[src/rtl/io_bus_atomic_mh.sv]
// Multi-hart LR/SC reservation and AMO lock gate between the CPU Wishbone port and the IO bus.
// Each hart holds one reservation; the single AMO lock is guarded by a watchdog.
module io_bus_atomic_mh #(
    parameter  int NUM_HARTS    = 2,
    parameter  int GRANULE_LOG2 = 2,
    parameter  int RSV_TIMEOUT  = 1024,
    parameter  int LOCK_TIMEOUT = 256,
    parameter  int DEV_ADDR_W   = 24,
    localparam int HART_W       = (NUM_HARTS > 1) ? $clog2(NUM_HARTS) : 1
) (
    input  logic                  clk_i,
    input  logic                  rst_i,
    input  logic                  stb_i,
    input  logic                  cyc_i,
    input  logic                  we_i,
    input  logic [31:0]           addr_i,
    input  logic [2:0]            addr_tag_i,
    input  logic [HART_W-1:0]     hart_id_i,
    input  logic [31:0]           data_i,
    input  logic [3:0]            sel_i,
    output logic                  ack_o,
    output logic                  err_o,
    output logic [31:0]           data_o,
    output logic                  data_tag_o,
    output logic                  dev_stb_o,
    output logic                  dev_cyc_o,
    output logic [DEV_ADDR_W-1:0] dev_addr_o,
    output logic [31:0]           dev_data_o,
    output logic [3:0]            dev_sel_o,
    output logic                  dev_we_o,
    input  logic                  dev_ack_i,
    input  logic                  dev_err_i,
    input  logic [31:0]           dev_data_i,
    output logic [NUM_HARTS-1:0]  rsv_valid_o,
    output logic                  lock_timeout_o
);

    localparam int GW  = 32 - GRANULE_LOG2;
    localparam int RAW = (RSV_TIMEOUT > 1) ? $clog2(RSV_TIMEOUT) : 1;
    localparam int LAW = (LOCK_TIMEOUT > 1) ? $clog2(LOCK_TIMEOUT) : 1;
    localparam logic [RAW-1:0] RSV_LAST  = RAW'(RSV_TIMEOUT - 1);
    localparam logic [LAW-1:0] LOCK_LAST = LAW'(LOCK_TIMEOUT - 1);

    logic [NUM_HARTS-1:0] r_rsv_vld;
    logic [GW-1:0]        r_rsv_gran [NUM_HARTS];
    logic [RAW-1:0]       r_rsv_age  [NUM_HARTS];
    logic                 r_lock_vld;
    logic [HART_W-1:0]    r_lock_owner;
    logic [GW-1:0]        r_lock_gran;
    logic [LAW-1:0]       r_lock_age;
    logic                 r_lock_to;
    logic                 r_local_ack;
    logic                 r_local_err;

    logic                 w_req;
    logic [1:0]           w_mode;
    logic                 w_lock_bit;
    logic [GW-1:0]        w_gran;
    logic                 w_is_lr;
    logic                 w_is_sc;
    logic                 w_is_amo_l;
    logic                 w_is_amo_u;
    logic                 w_bad;
    logic                 w_plain;
    logic [NUM_HARTS-1:0] w_own;
    logic [NUM_HARTS-1:0] w_match;
    logic [NUM_HARTS-1:0] w_rsv_exp;
    logic                 w_sc_pass;
    logic                 w_sc_fail;
    logic                 w_lock_other;
    logic                 w_blocked;
    logic                 w_amo_stall;
    logic                 w_fwd;
    logic                 w_dack;
    logic                 w_clr_gran;
    logic                 w_sc_done;
    logic                 w_lock_exp;

    assign w_req      = stb_i & cyc_i & ~rst_i;
    assign w_mode     = addr_tag_i[2:1];
    assign w_lock_bit = addr_tag_i[0];
    assign w_gran     = addr_i[31:GRANULE_LOG2];

    assign w_is_lr    = (w_mode == 2'b01) & w_lock_bit & ~we_i;
    assign w_is_sc    = (w_mode == 2'b01) & ~w_lock_bit & we_i;
    assign w_is_amo_l = (w_mode == 2'b10) & w_lock_bit;
    assign w_is_amo_u = (w_mode == 2'b10) & ~w_lock_bit;
    assign w_bad      = (w_mode == 2'b11);
    assign w_plain    = ~w_is_lr & ~w_is_sc & ~w_is_amo_l & ~w_is_amo_u & ~w_bad;

    always_comb begin
        for (int h = 0; h < NUM_HARTS; h++) begin
            w_own[h]     = (hart_id_i == HART_W'(h));
            w_match[h]   = r_rsv_vld[h] & (r_rsv_gran[h] == w_gran);
            w_rsv_exp[h] = (RSV_TIMEOUT != 0) & r_rsv_vld[h] &
                           (r_rsv_age[h] == RSV_LAST);
        end
    end

    // A reservation in its last live cycle cannot back a successful SC.
    assign w_sc_pass    = |(w_own & w_match & ~w_rsv_exp);
    assign w_sc_fail    = w_is_sc & ~w_sc_pass;
    assign w_lock_other = r_lock_vld & (r_lock_owner != hart_id_i);
    assign w_blocked    = w_lock_other & (r_lock_gran == w_gran);
    assign w_amo_stall  = w_is_amo_l & w_lock_other;
    assign w_fwd        = w_req & ~w_bad & ~w_blocked & ~w_sc_fail & ~w_amo_stall;
    assign w_dack       = w_fwd & dev_ack_i & ~dev_err_i;
    assign w_clr_gran   = w_dack & ((w_plain & we_i) | w_is_sc | w_is_amo_u);
    assign w_sc_done    = w_is_sc & (w_dack | (w_req & r_local_ack));
    assign w_lock_exp   = (LOCK_TIMEOUT != 0) & r_lock_vld & (r_lock_age == LOCK_LAST);

    always_ff @(posedge clk_i or posedge rst_i) begin
        if (rst_i) begin
            r_rsv_vld    <= '0;
            for (int h = 0; h < NUM_HARTS; h++) begin
                r_rsv_gran[h] <= '0;
                r_rsv_age[h]  <= '0;
            end
            r_lock_vld   <= 1'b0;
            r_lock_owner <= '0;
            r_lock_gran  <= '0;
            r_lock_age   <= '0;
            r_lock_to    <= 1'b0;
            r_local_ack  <= 1'b0;
            r_local_err  <= 1'b0;
        end else begin
            // Later assignments win: ageing, then clears, then a fresh LR.
            for (int h = 0; h < NUM_HARTS; h++) begin
                if (r_rsv_vld[h]) begin
                    if (w_rsv_exp[h])
                        r_rsv_vld[h] <= 1'b0;
                    else if (RSV_TIMEOUT != 0)
                        r_rsv_age[h] <= r_rsv_age[h] + RAW'(1);
                end
                if (w_clr_gran & w_match[h])
                    r_rsv_vld[h] <= 1'b0;
                if (w_sc_done & w_own[h])
                    r_rsv_vld[h] <= 1'b0;
                if (w_dack & w_is_lr & w_own[h]) begin
                    r_rsv_vld[h]  <= 1'b1;
                    r_rsv_gran[h] <= w_gran;
                    r_rsv_age[h]  <= '0;
                end
            end

            r_lock_to <= 1'b0;
            if (r_lock_vld) begin
                if (w_lock_exp) begin
                    r_lock_vld <= 1'b0;
                    r_lock_to  <= 1'b1;
                end else if (LOCK_TIMEOUT != 0) begin
                    r_lock_age <= r_lock_age + LAW'(1);
                end
            end
            if (w_dack & w_is_amo_u & r_lock_vld & (r_lock_owner == hart_id_i))
                r_lock_vld <= 1'b0;
            if (w_dack & w_is_amo_l) begin
                r_lock_vld   <= 1'b1;
                r_lock_owner <= hart_id_i;
                r_lock_gran  <= w_gran;
                r_lock_age   <= '0;
            end

            r_local_ack <= w_req & w_sc_fail & ~w_blocked;
            r_local_err <= w_req & w_bad;
        end
    end

    assign ack_o          = stb_i & ~rst_i & (r_local_ack | (w_fwd & dev_ack_i));
    assign err_o          = stb_i & ~rst_i & (r_local_err | (w_fwd & dev_err_i));
    assign data_tag_o     = stb_i & ~rst_i & r_local_ack;
    assign data_o         = dev_data_i;
    assign dev_stb_o      = w_fwd;
    assign dev_cyc_o      = w_fwd;
    assign dev_addr_o     = addr_i[DEV_ADDR_W-1:0];
    assign dev_data_o     = data_i;
    assign dev_sel_o      = sel_i;
    assign dev_we_o       = we_i;
    assign rsv_valid_o    = r_rsv_vld;
    assign lock_timeout_o = r_lock_to;

endmodule
[config.mk]
export PLATFORM = sky130hd
export DESIGN_NAME = io_bus_atomic_mh
export DESIGN_NICKNAME = d
export VERILOG_FILES = /design/src/rtl/io_bus_atomic_mh.sv
export SDC_FILE = /design/constraint.sdc
export NUM_CORES = 1
export LEC_CHECK = 0
export CAP_MARGIN = 20
export CORE_ASPECT_RATIO = 2
export CORE_MARGIN = 2
export CORE_UTILIZATION = 25
export DETAILED_ROUTE_END_ITERATION = 8
export GPL_ROUTABILITY_DRIVEN = 0
export PLACE_DENSITY = 0.52
export SLEW_MARGIN = 30
export SYNTH_ARGS = -nofsm -noshare
export SYNTH_HDL_FRONTEND = slang
export SYNTH_SLANG_ARGS = --single-unit
export TNS_END_PERCENT = 50
[constraint.sdc]
create_clock -name clk_i -period 4.4 [get_ports clk_i]
set_clock_uncertainty 0.05 [all_clocks]
set_input_delay 0.44 -clock clk_i [delete_from_list [all_inputs] [get_ports clk_i]]
set_output_delay 0.44 -clock clk_i [all_outputs]
set_load 0.02 [all_outputs]
==> run summary <==
Counting every net in the synthesized netlist gives 843. The worst setup path is of the flop to output port kind. In this run the cell area measured after placement is 7632 sq um. For the largest vdd supply drop, the log shows 0.0002575 V.

The horizontal die dimension was 125.6 um; the gate count after technology mapping was 729. The run finished with clean final reports. Of all nets on the critical path, the largest fanout is 6. The die covers 31,020 sq um.

On the critical path the largest part of the delay comes from compound AO/OA/AOI/OAI gates. The post-synth design cell area was 7387 sq um; the final critical delay including setup and external delays was 3810 ps. The number of setup buffers added after CTS is 0.

For the clock net sink count, the log shows 125. The initial core utilization was 0.2522; the mean number of vias per cell was 4.465. The worst-case register-to-register setup slack was 1630 ps; the number of flops mapped to enable cells by yosys was 0. In this run, the number of DRC markers left after iteration 0 of detailed routing was 239.

The count of buffering cells on the critical path with inverters included works out to 1. The share of layout cells above drive strength 1 was 0.1030. Among all flip-flop cells after synthesis, the most frequent one is dfrtp_1.

The cell sitting at the root of the clock tree is a clkbuf_16. Setup violations remaining at the end of the flow were counted as 0. The logs give 2 for the maximum buffer depth of the clock tree and 29,290 sq um for the placeable core area. Port buffering added 71 buffers.

Worst-case headroom to the max-slew limit: 0.4583. The number of cell instances on the worst register-to-register path is 7. In the final routed layout, each cell accounts on average for 16.00 um.

The multi-input combinational cells in the finished layout cover a total of 3214 sq um. The number of pins exceeding their max-slew limit in the final report is 0. The endpoint kind of the worst setup timing path is an output port. On the worst path, the slowest cell contributes a delay of 580 ps. The worst setup path is launched from a flop. The slowest stage of the critical path is the a211oi_1 cell. For the total global routing track utilization, the log shows 0.1115. After the last flow step, the layout net total stands at 800. The tools report the number of hold violations in the final report as 0. Fill cells in the final layout number 3,065. Traced cell by cell, the critical path runs through ha_1 > nand3_1 > nor2_1 > a41oi_1 > and3_1 > a211oi_1 > nor2b_1 > a21o_1 > clkdlybuf4s50_1. The source-to-sink clock delay at the later pin of the worst-skew pair was 420 ps; the number of synthesis warnings was 0. Entering global routing, the biggest net connects 56 pins. After clock tree synthesis, the clock-pin slew on the worst setup and hold paths is 60 ps.

The tools report the number of global-route vias before repair as 4,811. The path category of the worst min-delay check was input port to asynchronous set/reset pin. Summed over all cells, the static leakage comes to 0.003629 uW. Share of flip-flops with an asynchronous set or reset: 1.000. Endpoint of the most critical register-to-register path: r_rsv_gran[59]$_DFFE_PP0N_. Summing over every cut layer, the via total after detailed routing is 4,746.

In this run, distinct cell masters in the synthesized netlist total 49. For this run, the top clock speed supported by timing is 0.2625 GHz. The I/O pin count is 212. Once layout is done, the placed cells without fillers occupy 8202 sq um. The average instance area after synthesis was 10.13 sq um. Data on the critical path is required at its endpoint by 3910 ps. The routed wire length came out at 17,000 um. TritonCTS built the clock tree.

The count of state elements after synthesis works out to 125. Across the run, the number of max-cap violations was 0. For this run, the detailed router's first-pass iteration total came to 4. Compared with the post-synthesis result, the final layout area differs by 11.03%. The first global-routing pass estimated 26,960 um of wire. The tools report the level count of the clock H-tree as 4.

Setup repair after global routing left no endpoint under its margin. The tools report the number of diodes added for antenna fixing as 0. The run gives 0 as the post-CTS resize count.

Data arrives at the worst endpoint at 3320 ps. The total overflow left after global routing is 0. The overall die height was 247.1 um; the total CTS buffers was 17.

The run gives 12,340 um as the detailed placement HPWL. In this run the core area contains 89 standard-cell rows. The sequential fraction of the synthesis area was 0.4234. The count of nets left with antenna violations once routing finished came out at 0. Setup total negative slack on the finished layout was measured at 0 ps. At the pin with the least slew margin, the transition time is 810.9 ps. Power spread over the standard cell area amounts to 365.8 nW/um^2. The worst reg2reg path startpoint was r_lock_gran[14]$_DFFE_PP0P_.

For this run, design rule violations remaining after detail routing come to 0. In this run, post-CTS hold repair placed 0 buffers. The design draws 3000 uW. The number of antenna violations at the first check in global routing is 0, and the portion of the clock cycle consumed by the worst path in the final layout is 0.8658.

The sequential cells in the finished layout cover a total of 3128 sq um.
==> layer usage <==
layer / GRT usage / vias to the layer above / part of all wire
li1: - / 2247 / -
met1: 0.1461 / 2290 / 0.46
met2: 0.1682 / 188 / 0.45
met3: 0.04414 / 19 / 0.074
met4: 0.03235 / 2 / 0.014
met5: 0.01307 / - / 0.0028
==> worst reg2reg max path, cell delays in order, from the launching register on <==
cell      delay [ps]
dfrtp_1          390
xnor2_1          170
nand4_1          210
nor4_2           530
a21oi_4          160
and3_4           240
nand2b_4         490
mux2_2           410
==> area by class of cell <==
class	count	share of cell area
sequential	125	0.3814
tap	364	0.05553
timing repair buffer	80	0.09641
inverter	11	0.005339
multi-input combinational	451	0.3919
clock inverter	8	0.007018
clock buffer	24	0.06240
==> cells in the final DEF (no fill, tap or decap), drive strengths merged, types with 4 or more instances in the layout <==
cell type	Yosys	layout
xnor2	70	70
o21ai	9	9
mux2	60	60
nand4	33	33
nor4	23	23
clkinvlp	0	7
nor3	7	7
clkbuf	3	24
and2	4	4
nor2	41	41
nand2	105	105
clkdlybuf4s50	0	71
buf	139	9
xor2	44	44
inv	11	11
and3	8	8
nand2b	4	4
dfrtp	125	125
mux2i	5	5
nand3	14	14
==> cells in the mapped netlist (2+ instances only) <==
library cell | number | area [sq um]
and3_1 | 7 | 43.79
and4_1 | 3 | 26.28
xor2_1 | 43 | 376.6
nor3_1 | 7 | 35.03
mux2_4 | 20 | 300.3
nor2b_1 | 3 | 18.77
buf_2 | 38 | 190.2
nand2b_1 | 3 | 18.77
nor4_1 | 21 | 131.4
ha_1 | 3 | 37.54
buf_4 | 95 | 713.2
clkbuf_1 | 3 | 11.26
nor2_1 | 41 | 153.9
mux2_1 | 37 | 416.7
and2_1 | 4 | 25.02
o21ai_0 | 8 | 40.04
dfrtp_1 | 125 | 3128
o31a_1 | 2 | 17.52
mux2_2 | 3 | 33.78
nand4_1 | 32 | 200.2
buf_12 | 2 | 40.04
inv_1 | 11 | 41.29
mux2i_1 | 5 | 50.05
xnor2_1 | 70 | 613.1
nand3_1 | 14 | 70.07
nand2_1 | 104 | 390.4
buf_6 | 3 | 33.78
==> registers in the layout, summed over array words and instances, names as in the netlist <==
signal and cells:
r_lock_age 8, r_rsv_age 20, r_rsv_gran 60, r_lock_gran 30, r_local_err 1, r_lock_vld 1
lock_timeout_o 1, rsv_valid_o 2, r_lock_owner 1, r_local_ack 1
==> cell families after synthesis <==
logic type / Yosys count / synth area share
AND/OR/NAND/NOR: 248 / 0.1655
AO/OA/AOI/OAI: 21 / 0.01999
multiplexers: 65 / 0.1084
adder cells (fa/ha/maj): 3 / 0.005082
XOR/XNOR: 114 / 0.1362
flip-flops: 125 / 0.4234
buffers and inverters: 153 / 0.1414
==> where the power goes <==
part           switching [uW]  leakage (uW)  internal, uW
Sequential               62.1       0.00160          1230
Combinational             210       0.00177           181
Clock                     514      0.000259           807
==> per-stage QoR <==
stage                     worst slack (ps)  hold WS (ps)  cells    util
after floorplan                      582.4         416.7    729       -
after global placement               691.6         428.8   1031  0.2606
after detailed placement             678.5         434.0   1031  0.2606
after CTS                            555.2         317.8   1063  0.2800
after global routing                 356.0         362.1   1063  0.2800
final                                590.5         322.3   1063  0.2800
==> how the worst max path moves through the flow <==
| stage | startpoint | end | slack (ps) | depth (start not counted) |
|---|---|---|---|---|
| 4_1_cts | r_rsv_age[10]$_DFFE_PP0P_ | ack_o | 560 | 9 |
| 5_1_grt | r_rsv_age[10]$_DFFE_PP0P_ | ack_o | 360 | 9 |
| 6_report | r_rsv_age[10]$_DFFE_PP0P_ | ack_o | 590 | 9 |
| 2_1_floorplan | rst_i | lock_timeout_o$_DFF_PP0_ | 580 | 1 |
| 3_5_place_dp | addr_i[12] | ack_o | 680 | 9 |
| 3_3_place_gp | addr_i[12] | ack_o | 690 | 9 |
Power figures use the tool's default switching activity.
